### src/rtl/sum_product_accumulator_if.sv
// Sample/result bus of the sum/product accumulator: one upstream sample port
// and one downstream result port. The master side drives samples.
interface sum_product_accumulator_if #(
    parameter int ACC_W = 24
);
    logic             in_valid;
    logic             in_ready;
    logic [8:0]       in_sum;
    logic [15:0]      in_product;
    logic             out_valid;
    logic             out_ready;
    logic [ACC_W-1:0] out_acc;
    logic [8:0]       out_max_sum;
    logic             out_ovf;

    modport master (
        output in_valid, in_sum, in_product, out_ready,
        input  in_ready, out_valid, out_acc, out_max_sum, out_ovf
    );

    modport slave (
        input  in_valid, in_sum, in_product, out_ready,
        output in_ready, out_valid, out_acc, out_max_sum, out_ovf
    );
endinterface

### src/rtl/sum_product_accumulator.sv
// Accumulates products and tracks the largest sum over a window of N_SAMPLES.
// Define SPA_SATURATE_EN to clamp the accumulator on overflow instead of wrapping.
module sum_product_accumulator #(
    parameter int N_SAMPLES = 4,
    parameter int ACC_W     = 24
) (
    input  logic                       clk,
    input  logic                       rst,
    sum_product_accumulator_if.slave   io,
    output logic                       dbg_state
);

    // Valid/ready: a transfer happens on a rising edge where valid && ready are
    // both high; valid may drop at any time, and in_ready depends only on state.
    typedef enum logic {
        ACCUM = 1'b0,
        HOLD  = 1'b1
    } state_t;

    localparam logic [7:0] LAST_IDX = 8'(N_SAMPLES - 1);

    state_t           state;
    state_t           state_n;

    logic [ACC_W-1:0] acc;
    logic [8:0]       max_sum;
    logic [7:0]       cnt;
    logic             ovf;

    logic [ACC_W-1:0] out_acc_r;
    logic [8:0]       out_max_r;
    logic             out_ovf_r;
    logic             out_valid_r;

    logic             accept;
    logic             last_accept;
    logic             out_hs;
    logic             in_ready_c;

    logic [ACC_W:0]   add_full;
    logic [ACC_W-1:0] acc_upd;
    logic [8:0]       max_upd;
    logic             ovf_upd;

    // FSM next-state and handshake decode
    always_comb begin
        state_n     = state;
        in_ready_c  = 1'b0;
        accept      = 1'b0;
        last_accept = 1'b0;
        out_hs      = 1'b0;
        case (state)
            ACCUM: begin
                in_ready_c = 1'b1;
                accept     = io.in_valid;
                if (io.in_valid && (cnt == LAST_IDX)) begin
                    last_accept = 1'b1;
                    state_n     = HOLD;
                end
            end
            HOLD: begin
                out_hs = out_valid_r && io.out_ready;
                if (out_hs) begin
                    state_n = ACCUM;
                end
            end
            default: state_n = ACCUM;
        endcase
    end

    always_ff @(posedge clk or posedge rst) begin
        if (rst) begin
            state <= ACCUM;
        end else begin
            state <= state_n;
        end
    end

    // The extra top bit of the add is the carry that marks a window overflow.
    always_comb begin
        add_full = {1'b0, acc} + {{(ACC_W - 15){1'b0}}, io.in_product};
        ovf_upd  = ovf | add_full[ACC_W];
`ifdef SPA_SATURATE_EN
        acc_upd  = ovf_upd ? {ACC_W{1'b1}} : add_full[ACC_W-1:0];
`else
        acc_upd  = add_full[ACC_W-1:0];
`endif
        max_upd  = (io.in_sum > max_sum) ? io.in_sum : max_sum;
    end

    always_ff @(posedge clk or posedge rst) begin
        if (rst) begin
            acc         <= '0;
            max_sum     <= '0;
            cnt         <= '0;
            ovf         <= 1'b0;
            out_acc_r   <= '0;
            out_max_r   <= '0;
            out_ovf_r   <= 1'b0;
            out_valid_r <= 1'b0;
        end else begin
            if (accept) begin
                acc     <= acc_upd;
                max_sum <= max_upd;
                cnt     <= cnt + 8'd1;
                ovf     <= ovf_upd;
            end
            if (last_accept) begin
                out_acc_r   <= acc_upd;
                out_max_r   <= max_upd;
                out_ovf_r   <= ovf_upd;
                out_valid_r <= 1'b1;
            end
            // Result taken: the window state restarts from zero.
            if (out_hs) begin
                out_valid_r <= 1'b0;
                acc         <= '0;
                max_sum     <= '0;
                cnt         <= '0;
                ovf         <= 1'b0;
            end
        end
    end

    assign io.in_ready    = in_ready_c;
    assign io.out_valid   = out_valid_r;
    assign io.out_acc     = out_acc_r;
    assign io.out_max_sum = out_max_r;
    assign io.out_ovf     = out_ovf_r;
    assign dbg_state      = state;

endmodule

### src/flat_wrapper.sv
// flat-port wrapper written by rule: the top's interface ports become plain ports
module sum_product_accumulator_flat 
#(
    parameter int N_SAMPLES = 4,
    parameter int ACC_W     = 24
)
  (clk, rst, dbg_state, io_in_valid, io_in_sum, io_in_product, io_out_ready, io_in_ready, io_out_valid, io_out_acc, io_out_max_sum, io_out_ovf);
  sum_product_accumulator_if #(.ACC_W(ACC_W)) io_i ();
  input  logic clk;
  input  logic rst;
  output logic dbg_state;
  input wire logic [$bits(io_i.in_valid)-1:0] io_in_valid;
  input wire logic [$bits(io_i.in_sum)-1:0] io_in_sum;
  input wire logic [$bits(io_i.in_product)-1:0] io_in_product;
  input wire logic [$bits(io_i.out_ready)-1:0] io_out_ready;
  output wire logic [$bits(io_i.in_ready)-1:0] io_in_ready;
  output wire logic [$bits(io_i.out_valid)-1:0] io_out_valid;
  output wire logic [$bits(io_i.out_acc)-1:0] io_out_acc;
  output wire logic [$bits(io_i.out_max_sum)-1:0] io_out_max_sum;
  output wire logic [$bits(io_i.out_ovf)-1:0] io_out_ovf;
  assign io_i.in_valid = io_in_valid;
  assign io_i.in_sum = io_in_sum;
  assign io_i.in_product = io_in_product;
  assign io_i.out_ready = io_out_ready;
  assign io_in_ready = io_i.in_ready;
  assign io_out_valid = io_i.out_valid;
  assign io_out_acc = io_i.out_acc;
  assign io_out_max_sum = io_i.out_max_sum;
  assign io_out_ovf = io_i.out_ovf;
  sum_product_accumulator #(.N_SAMPLES(N_SAMPLES), .ACC_W(ACC_W)) u_core (.clk(clk), .rst(rst), .io(io_i), .dbg_state(dbg_state));
endmodule
### config.mk
export PLATFORM = sky130hd
export DESIGN_NAME = sum_product_accumulator_flat
export DESIGN_NICKNAME = d
export VERILOG_FILES = /design/src/rtl/sum_product_accumulator_if.sv /design/src/rtl/sum_product_accumulator.sv /design/src/flat_wrapper.sv
export SDC_FILE = /design/constraint.sdc
export NUM_CORES = 1
export LEC_CHECK = 0
export BUFFER_PORTS_ARGS = -buffer_cell sky130_fd_sc_hd__buf_2
export CAP_MARGIN = 20
export CORE_AREA = 2 2 93 113
export CTS_BUF_LIST = sky130_fd_sc_hd__clkbuf_16
export CTS_CLUSTER_SIZE = 14
export DETAILED_ROUTE_END_ITERATION = 8
export DIE_AREA = 0 0 95 115
export GPL_TIMING_DRIVEN = 0
export PLACE_DENSITY = 0.67
export SLEW_MARGIN = 20
export SYNTH_ARGS = -nofsm -noshare
export SYNTH_HDL_FRONTEND = slang
export SYNTH_SLANG_ARGS = --single-unit
### constraint.sdc
create_clock -name clk -period 3.3 [get_ports clk]
set_clock_uncertainty 0.2 [all_clocks]
set_input_delay 0.33 -clock clk [delete_from_list [all_inputs] [get_ports clk]]
set_output_delay 0.33 -clock clk [all_outputs]
set_load 0.02 [all_outputs]
==> impl_summary.log, run 1 <==
INFO  metric outcome = finished, final reports clean
INFO  metric multi_input_area = 2250 um2
INFO  metric drt_first_iter_violations = between 150 and 200
INFO  metric clk_path_buf_depth = 2
INFO  metric initial_utilization = 44.1%
INFO  metric cts.htree.levels = 3
INFO  metric synth.yosys.seq_area_share = between 40% and 50%
INFO  metric clk-insertion-delay-late = between 300 and 400 ps
INFO  metric grt_overflow_total = 0
INFO  metric antenna_cells_inserted = 0
INFO  metric main_combinational_cell_family_by_area_after_synthesis = compound AO/OA/AOI/OAI gates
INFO  metric dieArea = 10900 um2
INFO  metric report.final.slew_viol_count = 0
INFO  metric synthesis.instances = around 480
INFO  metric dpl_cell_area = 4860 um2
INFO  metric actual_transition_at_the_worst_max_transition_pin = 720 ps
INFO  metric cts_num_sinks = 78
INFO  metric die_width = around 95 um
INFO  metric worst_setup_path_start_kind = flop
INFO  metric wire_length_of_the_first_global_routing_pass = roughly 17000 um
INFO  metric gpl.final_weighted_congestion = 0.916
INFO  metric post-route-period-util = roughly 90%
INFO  metric vias = between 3000 and 4000
INFO  metric timing.hold.worst.class = input pin to flop
INFO  metric std_cell_core_area = roughly 9900 um2
INFO  metric power_density = a little over 900 nW/um2
INFO  metric setup_tns = 0 ps
INFO  metric yosys_register_bits = 78
INFO  metric hold_violations = 0
INFO  metric synth_enable_flop_cells = 0
INFO  metric grt_setup_unrepaired = false
INFO  metric synth.net_count = approximately 540
INFO  metric ioPinCount = 66
INFO  metric cts-buffers-inserted = 9
INFO  metric relSlewSlack = around half
INFO  metric critical_path.cell_chain = ha_1 > fa_1 > a211oi_1 > o21ai_0 > a21oi_2 > a31oi_1 > or2_2 > a21oi_1 > a21oi_1
INFO  metric path_delay_family = compound AO/OA/AOI/OAI gates
INFO  metric syn_to_final_growth = 18.2%
INFO  metric power.ir.vdd_worst = roughly 0.00036 V
INFO  metric routed_wire_length = roughly 11000 um
INFO  metric biggest_cell_delay_along_the_critical_path = 430 ps
INFO  metric critical_path_buf_inv_count = 0
INFO  metric yosysUniqueCellTypes = 48
INFO  metric grt_max_degree = 54
INFO  metric grt.total_usage = between 20% and 30%
INFO  metric first_global_vias = ~3600
INFO  metric cts_root_buffer = sky130_fd_sc_hd__clkbuf_16
INFO  metric remaining_drc_errors = 0
INFO  metric floorplan.rows = 40
INFO  metric num-nets-final = around 620
INFO  metric worst_setup_hold_path_clk_slew = around 60 ps
INFO  metric total_leakage_power = 2.50 nW
INFO  metric synth-warning-count = 0
INFO  metric synth_cell_area = 4350 um2
INFO  metric drive_gt1_share = between 10% and 20%
INFO  metric worstPathRequired = roughly 3300 ps
INFO  metric final_util = between 50% and 60%
INFO  metric compound_gate_fraction_of_synth_area = between 10% and 20%
INFO  metric critPathArrivalTime = a little under 3000 ps
INFO  metric max-cap-violations = 0
INFO  metric cp_most_frequent_cell = sky130_fd_sc_hd__a21oi_1
INFO  metric post_synth_and_or_nand_nor_area_fraction = between 15 and 20%
INFO  metric firstDrtPassIters = 4
INFO  metric drt-wirelength-per-cell = roughly 16 um
INFO  metric initial_antenna_violation_count = 0
INFO  metric synthArstFlopShare = 100%
INFO  metric setup_viol = 0
INFO  metric final_cell_area = around 5000 um2
INFO  metric vias_per_cell = between 5 and 6
INFO  metric dp_hpwl = 7860 um
INFO  metric tritoncts = built
INFO  metric port_buffers = 65
INFO  metric path_max_fanout = 4
INFO  metric final.min_clock_period = around 3000 ps
INFO  metric critPathSlowestCell = sky130_fd_sc_hd__fa_1
INFO  metric register_area = 1950 um2
INFO  metric fmax = roughly 340 MHz
INFO  metric post_synth_mux_area_share = 3.05%
INFO  metric worstSetupEndpointType = flop
INFO  metric drtAntennaViolNets = 0
INFO  metric yosys_most_used_dff = sky130_fd_sc_hd__dfrtp_1
INFO  metric final.fill_count = 929
INFO  metric chipHeight = about 120 um
INFO  metric path_class = flop to flop
INFO  metric post_synth_fa_ha_maj_area_fraction = 7.94%
INFO  metric xor_xnor_cell_area_share_of_the_yosys_netlist = 4.03%
INFO  metric avgSynthCellArea = about 9 um2
routing by layer:
layer / vias to the layer above / share of wire, % / GRT usage, %
li1: 1865 / - / -
met1: 1840 / 45 / 26.6
met2: 85 / 49 / 35.1
met3: 14 / 4.0 / 3.93
met4: 0 / 1.8 / 6.47
met5: - / 0 / 0
repair_timing:
item | in CTS | in global routing
hold buffers | 1 | 0
endpoints found under the setup margin | 0 | 1
buffers inserted | 0 | 0
gates resized for setup | 0 | 2
endpoints found under the hold margin | 25 | 0
cells in the mapped netlist, types with 2 or more instances:
cell | instances | area share (%)
sky130_fd_sc_hd__or2_2 | 3 | 0.43
sky130_fd_sc_hd__a31oi_1 | 6 | 0.86
sky130_fd_sc_hd__nand3_1 | 34 | 3.9
sky130_fd_sc_hd__or3_1 | 7 | 1.0
sky130_fd_sc_hd__nor2b_1 | 4 | 0.58
sky130_fd_sc_hd__xnor2_1 | 8 | 1.6
sky130_fd_sc_hd__a32o_1 | 2 | 0.46
sky130_fd_sc_hd__nand2_1 | 70 | 6.0
sky130_fd_sc_hd__inv_1 | 21 | 1.8
sky130_fd_sc_hd__a21oi_1 | 26 | 3.0
sky130_fd_sc_hd__mux2i_1 | 11 | 2.5
sky130_fd_sc_hd__o21ai_1 | 3 | 0.35
sky130_fd_sc_hd__a21o_1 | 11 | 1.9
sky130_fd_sc_hd__o211ai_1 | 4 | 0.69
sky130_fd_sc_hd__xor2_1 | 12 | 2.4
sky130_fd_sc_hd__a211oi_1 | 3 | 0.52
sky130_fd_sc_hd__nor3_1 | 5 | 0.58
sky130_fd_sc_hd__o21a_1 | 3 | 0.52
sky130_fd_sc_hd__nor2_1 | 28 | 2.4
sky130_fd_sc_hd__a22o_1 | 4 | 0.81
sky130_fd_sc_hd__mux2_2 | 2 | 0.52
sky130_fd_sc_hd__dfrtp_1 | 78 | 45
sky130_fd_sc_hd__ha_1 | 26 | 7.5
sky130_fd_sc_hd__buf_1 | 2 | 0.17
sky130_fd_sc_hd__o21bai_1 | 4 | 0.69
sky130_fd_sc_hd__and3_1 | 3 | 0.43
sky130_fd_sc_hd__o21ai_0 | 59 | 6.8
sky130_fd_sc_hd__nand4_1 | 6 | 0.86
sky130_fd_sc_hd__clkbuf_1 | 17 | 1.5
cell families after synthesis:
kind of cell	Yosys count
adders and majority gates	27
buffers and inverters	41
DFF	78
AOI/OAI and AO/OA	135
xor gates and xnor gates	20
muxes	13
and+or+nand+nor	167
layout make-up:
class,count,share of cell area [%]
plain buffers,20,1.49
clock buffers,9,4.38
clock inverters,7,0.658
inverters,21,1.58
multi-input cells,362,43.8
flip-flops and latches,78,38.0
well taps,126,3.07
repair buffers,67,7.06
layout by cell type, fill, tap and decap left out, types with 4 or more instances in the layout:
master                       n
sky130_fd_sc_hd__a21oi_1    25
sky130_fd_sc_hd__o21ai_0    59
sky130_fd_sc_hd__nand3_1    34
sky130_fd_sc_hd__a31oi_1     6
sky130_fd_sc_hd__inv_1      22
sky130_fd_sc_hd__xor2_1     12
sky130_fd_sc_hd__mux2i_1    11
sky130_fd_sc_hd__nand4_1     6
sky130_fd_sc_hd__clkbuf_16   9
sky130_fd_sc_hd__nor2b_1     4
sky130_fd_sc_hd__xnor2_1     8
sky130_fd_sc_hd__nand2_1    70
sky130_fd_sc_hd__o21bai_1    4
sky130_fd_sc_hd__clkbuf_1   17
sky130_fd_sc_hd__o211ai_1    4
sky130_fd_sc_hd__nor3_1      5
sky130_fd_sc_hd__nor2_1     28
sky130_fd_sc_hd__ha_1       26
sky130_fd_sc_hd__or3_1       7
sky130_fd_sc_hd__dfrtp_1    78
sky130_fd_sc_hd__a22o_1      4
sky130_fd_sc_hd__a21o_1     11
sky130_fd_sc_hd__buf_2      66
power by group:
part           internal, W  total [W]  switching [W]
combinational     0.000874    0.00225        0.00138
clock             0.000497   0.000889       0.000392
sequential         0.00133    0.00158       0.000245
total              0.00270    0.00472        0.00201
metrics by stage:
step	hold WS, ps	power, W	setup WS [ps]	std cells
after global routing	71.5	0.00509	117	690
after CTS	63.9	0.00473	236	690
final	69.9	0.00472	334	690
after floorplan	254	0.00321	693	481
after global placement	257	0.00376	-222	672
after detailed placement	138	0.00383	183	673
state kept, by name, summed over array words and instances (netlist names):
register / flops
u_core.io.out_ovf: 1
u_core.acc: 24
u_core.io.out_max_sum: 9
u_core.ovf: 1
u_core.io.out_acc: 24
u_core.io.out_valid: 1
u_core.dbg_state: 1
u_core.cnt: 8
u_core.max_sum: 9
worst paths after layout:
| kind | cells past startpoint | slack, ps | startpoint | to |
|---|---|---|---|---|
| hold reg to reg | 2 | 270 | u_core.io.out_acc[13] | u_core.io.out_acc[13] |
| min in group asynchronous | 3 | 320 | rst | u_core.io.out_max_sum[1] |
| hold / removal | 3 | 70 | io_in_sum[6] | u_core.max_sum[6] |
| setup / recovery | 9 | 330 | u_core.acc[0] | u_core.io.out_ovf |
| setup reg to reg | 9 | 330 | u_core.acc[0] | u_core.io.out_ovf |
| max in group asynchronous | 4 | 2000 | rst | u_core.acc[1] |
worst register-to-register path: stages, from the launching register on:
cell,delay [ps]
sky130_fd_sc_hd__dfrtp_1,380
sky130_fd_sc_hd__ha_1,210
sky130_fd_sc_hd__fa_1,430
sky130_fd_sc_hd__a211oi_1,270
sky130_fd_sc_hd__o21ai_0,160
sky130_fd_sc_hd__a21oi_2,250
sky130_fd_sc_hd__a31oi_1,220
sky130_fd_sc_hd__or2_2,370
sky130_fd_sc_hd__a21oi_1,240
sky130_fd_sc_hd__a21oi_1,110
(Power assumes the default switching activity.)
==> run 2: changes to the inputs <==
Settings changed: CTS_CLUSTER_SIZE 14 to not set, PLACE_DENSITY 0.67 to 0.69.
Clock period 3.3 ns to 2.5 ns, I/O delays scaled along.
==> run 2 against run 1 <==
Against the previous run:
- the flow now finishes with violations (setup timing)
- via count rose by 4.4%
- clock-buffer cell count unchanged
- combinational power is 63% higher
- design area rose by 10%
- clock power up 66%
==> impl_summary.log, run 2 (synthesized netlist as in run 1, its figures left out) <==
INFO  metric dp_hpwl = 8260 um (+5.0%)
INFO  metric p_sw = 0.00297 W (+47%)
INFO  metric path_max_fanout = 4 (unchanged)
INFO  metric hold_violations = 0 (unchanged)
INFO  metric intPower = 0.00430 W (+59%)
INFO  metric clk-insertion-delay-late = 340 ps (about the same)
INFO  metric cts-buffers-inserted = 9 (unchanged)
INFO  metric register_area = 1950 um2 (unchanged)
INFO  metric relSlewSlack = 55.9% (+4.1 points)
INFO  metric p_sw_share = 40.9% (-1.8 points)
INFO  metric power_density = 1280 nW/um2 (+39%)
INFO  metric std_cell_core_area = 9860 um2 (unchanged)
INFO  metric drt-wirelength-per-cell = 16.9 um (+8.1%)
INFO  metric drive_gt1_share = 26.7% (+10 points)
INFO  metric failed_checks = setup timing
INFO  metric post-route-worst-setup-slack = -226 ps (-559 ps)
INFO  metric syn_to_final_growth = 30.5%
INFO  metric port_buffers = 65 (unchanged)
INFO  metric cts.htree.levels = 3 (unchanged)
INFO  metric final_cell_mix = sky130_fd_sc_hd__dfrtp_1, sky130_fd_sc_hd__nand2_1, sky130_fd_sc_hd__buf_2, sky130_fd_sc_hd__o21ai_0, sky130_fd_sc_hd__nand3_1
INFO  metric setup_tns = -2200 ps (-2200 ps)
INFO  metric vias = 3971 (+4.4%)
INFO  metric grt_overflow_total = 0 (unchanged)
INFO  metric vias_per_cell = 5.59 (+1.4%)
INFO  metric gpl.final_weighted_congestion = 0.939 (+2.5%)
INFO  metric place_inst = 673 (unchanged)
INFO  metric path_class = flop to flop
INFO  metric cts_root_buffer = sky130_fd_sc_hd__clkbuf_16
INFO  metric fin_total_pwr = 0.00726 W (+54%)
INFO  metric actual_transition_at_the_worst_max_transition_pin = 662 ps (-58.3 ps)
INFO  metric worstPathRequired = 2520 ps (-780 ps)
INFO  metric critPathArrivalTime = 2750 ps (-210 ps)
INFO  metric final_util = 57.5% (+5.4 points)
INFO  metric num-nets-final = 635 (+3.3%)
INFO  metric wire_length_of_the_first_global_routing_pass = 19400 um (+12%)
INFO  metric final.min_clock_period = 2730 ps (-241 ps)
INFO  metric power.ir.vdd_worst = 0.000618 V (+70%)
INFO  metric chipHeight = 115 um (unchanged)
INFO  metric power_frac_clock = 20.4% (+1.5 points)
INFO  metric final.fill_count = 878 (-5.5%)
INFO  metric timing.hold.worst.class = input pin to flop
INFO  metric sequentialPowerShare = 29.2% (-4.2 points)
INFO  metric first_global_vias = 4057 (+13%)
INFO  metric die_width = 95 um (unchanged)
INFO  metric grt_setup_unrepaired = true
INFO  metric total_leakage_power = 2.68 nW (+6.9%)
INFO  metric floorplan.rows = 40 (unchanged)
INFO  metric ioPinCount = 66 (unchanged)
INFO  metric worstSetupEndpointType = flop
INFO  metric routed_wire_length = 12000 um (+11%)
INFO  metric initial_utilization = 44.1% (unchanged)
INFO  metric fmax = 367 MHz (+8.8%)
INFO  metric drt_first_iter_violations = 214 (+32%)
INFO  metric most_common_cell_after_layout_fill_and_taps_aside = sky130_fd_sc_hd__dfrtp_1
INFO  metric grt.total_usage = 23.1% (+2.4 points)
INFO  metric remaining_drc_errors = 0 (unchanged)
INFO  metric dieArea = 10900 um2 (unchanged)
INFO  metric outcome = complete, but fails checks
INFO  metric clk_path_buf_depth = 2 (unchanged)
INFO  metric worst_setup_path_start_kind = flop
INFO  metric finalNonFillerCells = 710 (+2.9%)
INFO  metric multi_input_area = 2520 um2 (+12%)
INFO  metric drtAntennaViolNets = 0 (unchanged)
INFO  metric cts_num_sinks = 78 (unchanged)
INFO  metric post-route-period-util = 109% (+19 points)
INFO  metric tritoncts = built
INFO  metric setup_viol = 19 (+19)
INFO  metric initial_antenna_violation_count = 0 (unchanged)
INFO  metric max-cap-violations = 0 (unchanged)
INFO  metric antenna_cells_inserted = 0 (unchanged)
INFO  metric comb_power_share = 50.5% (+2.8 points)
INFO  metric grt_max_degree = 41 (-24%)
INFO  metric worst_setup_hold_path_clk_slew = 60 ps (about the same)
INFO  metric firstDrtPassIters = 5 (+1)
INFO  metric report.final.slew_viol_count = 0 (unchanged)
[run 2: changes by cell type in the layout (fill, tap and decap cells not counted), moves of 5 or more]
cell / change
sky130_fd_sc_hd__a21oi_1: -7
sky130_fd_sc_hd__a21oi_2: +7
sky130_fd_sc_hd__buf_4: +14
sky130_fd_sc_hd__ha_1: -10
sky130_fd_sc_hd__buf_6: +5
sky130_fd_sc_hd__clkbuf_1: -8
sky130_fd_sc_hd__o21ai_1: +12
sky130_fd_sc_hd__o21ai_0: -15
sky130_fd_sc_hd__ha_4: +7
[run 2: critical path, cell delays in order (launching register included)]
cell and delay [ps]:
sky130_fd_sc_hd__dfrtp_1 410, sky130_fd_sc_hd__ha_4 180, sky130_fd_sc_hd__fa_2 350, sky130_fd_sc_hd__a211oi_2 240, sky130_fd_sc_hd__o21ai_1 120, sky130_fd_sc_hd__a21oi_2 260
sky130_fd_sc_hd__a31oi_4 180, sky130_fd_sc_hd__buf_6 150, sky130_fd_sc_hd__or2_4 270, sky130_fd_sc_hd__a32o_1 250
[run 2: cell type report]
| class | instances | area share (%) |
|---|---|---|
| Clock inverter | 7 | 1.85 |
| Inverter | 21 | 1.43 |
| Multi-Input combinational cell | 362 | 44.5 |
| Tap cell | 126 | 2.78 |
| Sequential cell | 78 | 34.4 |
| Buffer | 18 | 1.48 |
| Clock buffer | 9 | 3.97 |
| Timing Repair Buffer | 89 | 9.62 |
[run 2: metrics by stage]
stage	area, um2	setup WS (ps)	hold slack [ps]
2_1_floorplan	4350	4.53	195
3_3_place_gp	4840	-994	253
3_5_place_dp	4860	-404	140
4_1_cts	5440	-195	4.92
5_1_grt	5670	-274	23.5
6_report	5670	-226	2.02
[run 2: routing by layer]
layer  global-route usage, %  vias to the layer above  wire length, um
met3                    4.39                       22              607
met5                       0                        -                0
met2                    39.3                      120             6070
met1                    28.8                     1927             5030
li1                        -                     1902                -
met4                    9.18                        0              268
[run 2: worst paths after layout]
kind	startpoint	end	slack (ps)	cells past startpoint
worst max-delay path	u_core.acc[0]	u_core.ovf	-230	9
worst min-delay path	io_in_sum[1]	u_core.max_sum[1]	2	3
max in group asynchronous	rst	u_core.io.out_acc[14]	1210	4
worst max register to register	u_core.acc[0]	u_core.ovf	-230	9
min in group asynchronous	rst	u_core.acc[22]	300	3
worst min register to register	u_core.io.out_acc[5]	u_core.io.out_acc[5]	270	2
[run 2: power groups by stage]
stage / Clock (W) / Combinational [W] / Sequential (W)
CTS: 0.00149 / 0.00331 / 0.00210
global placement: 0 / 0.00290 / 0.00208
global route: 0.00156 / 0.00405 / 0.00218
finish: 0.00148 / 0.00367 / 0.00212
floorplan: 0 / 0.00191 / 0.00234
detailed placement: 0 / 0.00298 / 0.00211
[run 2: what timing repair did]
| action | in CTS | in global routing |
|---|---|---|
| hold endpoints to repair | 43 | 0 |
| resized for setup | 35 | 48 |
| hold buffers | 5 | 0 |
| setup endpoints to repair | 44 | 58 |
| pin swaps | 20 | 29 |
| buffers inserted | 8 | 10 |
==> run 3: changes to the inputs <==
Settings changed: CORE_AREA 2 2 93 113 to 2 2 78 136, DIE_AREA 0 0 95 115 to 0 0 80 138, PLACE_DENSITY 0.69 to 0.68.
==> run 3 against run 2 <==
Against the previous run:
- cell count fell by 0.28%
- critical path depth rose by 1
- sequential share of layout area rose by 0.53 points
- hold slack got worse by 20 ps
- core utilization fell by 2.0 points
- global-route usage fell by 0.32 points
- design area fell by 1.5%
- first-iteration DRC count rose by 6.1%
- routed wire length rose by 1.2%
- the run ends with hold timing, setup timing left
- clock-buffer cell count did not move
- non-clock buffer count fell by 3
==> impl_summary.log, run 3 (synthesized netlist as in run 1, its figures left out) <==
INFO  metric post-route-period-util = 105% (-3.9 points)
INFO  metric most_common_cell_after_layout_fill_and_taps_aside = sky130_fd_sc_hd__dfrtp_1
INFO  metric firstDrtPassIters = 4 (-1)
INFO  metric total_leakage_power = 2.63 nW (-1.8%)
INFO  metric clk_path_buf_depth = 2 (unchanged)
INFO  metric critPathArrivalTime = 2650 ps (-100 ps)
INFO  metric initial_antenna_violation_count = 0 (unchanged)
INFO  metric dieArea = 11000 um2 (+1.1%)
INFO  metric vias = 3965 (-0.15%)
INFO  metric use_met1 = 25.1% (-3.7 points)
INFO  metric cts_num_sinks = 78 (unchanged)
INFO  metric worstPathRequired = 2530 ps (about the same)
INFO  metric cts_root_buffer = sky130_fd_sc_hd__clkbuf_16
INFO  metric die_width = 80 um (-16%)
INFO  metric register_area = 1950 um2 (unchanged)
INFO  metric sequentialPowerShare = 30.0% (+0.8 points)
INFO  metric num-nets-final = 632 (-0.47%)
INFO  metric grt.met2_usage = 39.9% (+0.62 points)
INFO  metric chipHeight = 138 um (+20%)
INFO  metric setup_viol = 17 (-2)
INFO  metric top_usage_layer = met2
INFO  metric report.final.slew_viol_count = 0 (unchanged)
INFO  metric gpl.final_weighted_congestion = 0.918 (-2.2%)
INFO  metric drive_gt1_share = 25.3% (-1.4 points)
INFO  metric remaining_drc_errors = 0 (unchanged)
INFO  metric first_global_vias = 4041 (-0.39%)
INFO  metric failed_checks = hold timing, setup timing
INFO  metric worstSetupEndpointType = flop
INFO  metric initial_utilization = 43.2% (-0.86 points)
INFO  metric grt_setup_unrepaired = true
INFO  metric timing.hold.ws = -18.2 ps (-20.2 ps)
INFO  metric comb_power_share = 52.1% (+1.6 points)
INFO  metric met3_usage = 4.63% (+0.24 points)
INFO  metric antenna_cells_inserted = 0 (unchanged)
INFO  metric post-route-worst-setup-slack = -128 ps (+97.8 ps)
INFO  metric ioPinCount = 66 (unchanged)
INFO  metric wire_length_of_the_first_global_routing_pass = 19500 um (+0.11%)
INFO  metric max-cap-violations = 0 (unchanged)
INFO  metric hold_violations = 1 (+1)
INFO  metric cts.htree.levels = 3 (unchanged)
INFO  metric floorplan.rows = 49 (+23%)
INFO  metric drt_first_iter_violations = 227 (+6.1%)
INFO  metric syn_to_final_growth = 28.5%
INFO  metric grt.total_usage = 22.7% (-0.32 points)
INFO  metric setup_tns = -1230 ps (+966 ps)
INFO  metric final.fill_count = 950 (+8.2%)
INFO  metric drt-wirelength-per-cell = 17.1 um (+1.5%)
INFO  metric tritoncts = built
INFO  metric intPower = 0.00406 W (-5.6%)
INFO  metric final.min_clock_period = 2630 ps (-97.8 ps)
INFO  metric path_class = flop to flop
INFO  metric drtAntennaViolNets = 0 (unchanged)
INFO  metric grt_overflow_total = 0 (unchanged)
INFO  metric path_max_fanout = 2 (-2)
INFO  metric final_cell_mix = sky130_fd_sc_hd__dfrtp_1, sky130_fd_sc_hd__nand2_1, sky130_fd_sc_hd__buf_2, sky130_fd_sc_hd__o21ai_0, sky130_fd_sc_hd__nand3_1
INFO  metric power_density = 1260 nW/um2 (-1.5%)
INFO  metric power_frac_clock = 17.9% (-2.5 points)
INFO  metric relSlewSlack = 56.1% (+0.21 points)
INFO  metric multi_input_area = 2510 um2 (-0.25%)
INFO  metric clk-insertion-delay-late = 340 ps (about the same)
INFO  metric cts-buffers-inserted = 9 (unchanged)
INFO  metric std_cell_core_area = 10100 um2 (+2.0%)
INFO  metric fmax = 381 MHz (+3.7%)
INFO  metric outcome = complete, but fails checks
INFO  metric vias_per_cell = 5.60 (+0.13%)
INFO  metric grt_max_degree = 43 (+4.9%)
INFO  metric timing.hold.worst.class = input pin to flop
INFO  metric p_sw = 0.00299 W (+0.77%)
INFO  metric worst_setup_path_start_kind = flop
INFO  metric worst_setup_hold_path_clk_slew = 60 ps (about the same)
INFO  metric power.ir.vdd_worst = 0.000596 V (-3.5%)
INFO  metric routed_wire_length = 12100 um (+1.2%)
INFO  metric dpl_cell_area = 4860 um2 (about the same)
INFO  metric p_sw_share = 42.4% (+1.6 points)
INFO  metric dp_hpwl = 8640 um (+4.7%)
INFO  metric port_buffers = 65 (unchanged)
INFO  metric final_cell_area = 5590 um2 (-1.5%)
INFO  metric actual_transition_at_the_worst_max_transition_pin = 659 ps (-3.21 ps)
==> run 3: path summary, 6_finish.rpt <==
path,startpoint,cells after the start,slack [ps],end
worst max register to register,u_core.acc[0],10,-130,u_core.io.out_acc[8]
worst min-delay path,io_in_sum[2],3,-20,u_core.max_sum[2]
max in group asynchronous,rst,4,1210,u_core.io.out_acc[10]
worst max-delay path,u_core.acc[0],10,-130,u_core.io.out_acc[8]
min in group asynchronous,rst,3,290,u_core.io.out_acc[20]
worst min register to register,u_core.io.out_acc[10],2,270,u_core.io.out_acc[10]
==> run 3: per-stage QoR <==
step | utilization (%) | total power (W) | hold WS (ps) | std cells | setup WS [ps]
detailed placement | 48.3 | 0.00513 | 121 | 674 | -474
global route | 55.6 | 0.00754 | 14.7 | 708 | -206
floorplan | - | 0.00425 | 195 | 481 | 4.53
global placement | 48.1 | 0.00502 | 254 | 673 | -971
CTS | 53.7 | 0.00673 | 7.32 | 702 | -187
finish | 55.6 | 0.00705 | -18.2 | 708 | -128
==> run 3: timing repair <==
item                       CTS  global route
gates cloned                 0             0
pin swaps                   19            17
buffers inserted             7             7
setup endpoints to repair   47            60
gates resized for setup     38            34
hold endpoints to repair    42             0
hold buffers                 7             0
==> run 3: area by class of cell <==
cell class	count	area share, %
clock inverters	7	0.986
repair buffers	87	9.39
clock buffers	9	4.03
well taps	127	2.84
inverters	21	1.46
flip-flops and latches	78	34.9
plain buffers	17	1.32
multi-input cells	362	45.0
==> run 3: critical path, cell delays in order, from the launching register on <==
cell,delay (ps)
sky130_fd_sc_hd__dfrtp_1,410
sky130_fd_sc_hd__ha_4,190
sky130_fd_sc_hd__fa_2,390
sky130_fd_sc_hd__a211oi_4,270
sky130_fd_sc_hd__buf_4,160
sky130_fd_sc_hd__o21bai_1,70
sky130_fd_sc_hd__a21oi_2,200
sky130_fd_sc_hd__o21bai_1,100
sky130_fd_sc_hd__a21oi_1,170
sky130_fd_sc_hd__xnor2_1,100
sky130_fd_sc_hd__mux2_4,260
==> run 3: power groups by stage <==
| stage | Combinational [W] | Clock [W] | Sequential, W |
|---|---|---|---|
| final | 0.00367 | 0.00126 | 0.00211 |
| after global routing | 0.00404 | 0.00132 | 0.00218 |
| after CTS | 0.00335 | 0.00128 | 0.00210 |
| after detailed placement | 0.00302 | 0 | 0.00211 |
| after global placement | 0.00294 | 0 | 0.00209 |
| after floorplan | 0.00191 | 0 | 0.00234 |
==> run 3: layer usage <==
| metal | up-vias | wire length [um] |
|---|---|---|
| met5 | - | 0 |
| met4 | 0 | 434 |
| met3 | 34 | 579 |
| met2 | 122 | 6470 |
| met1 | 1917 | 4630 |
| li1 | 1892 | - |
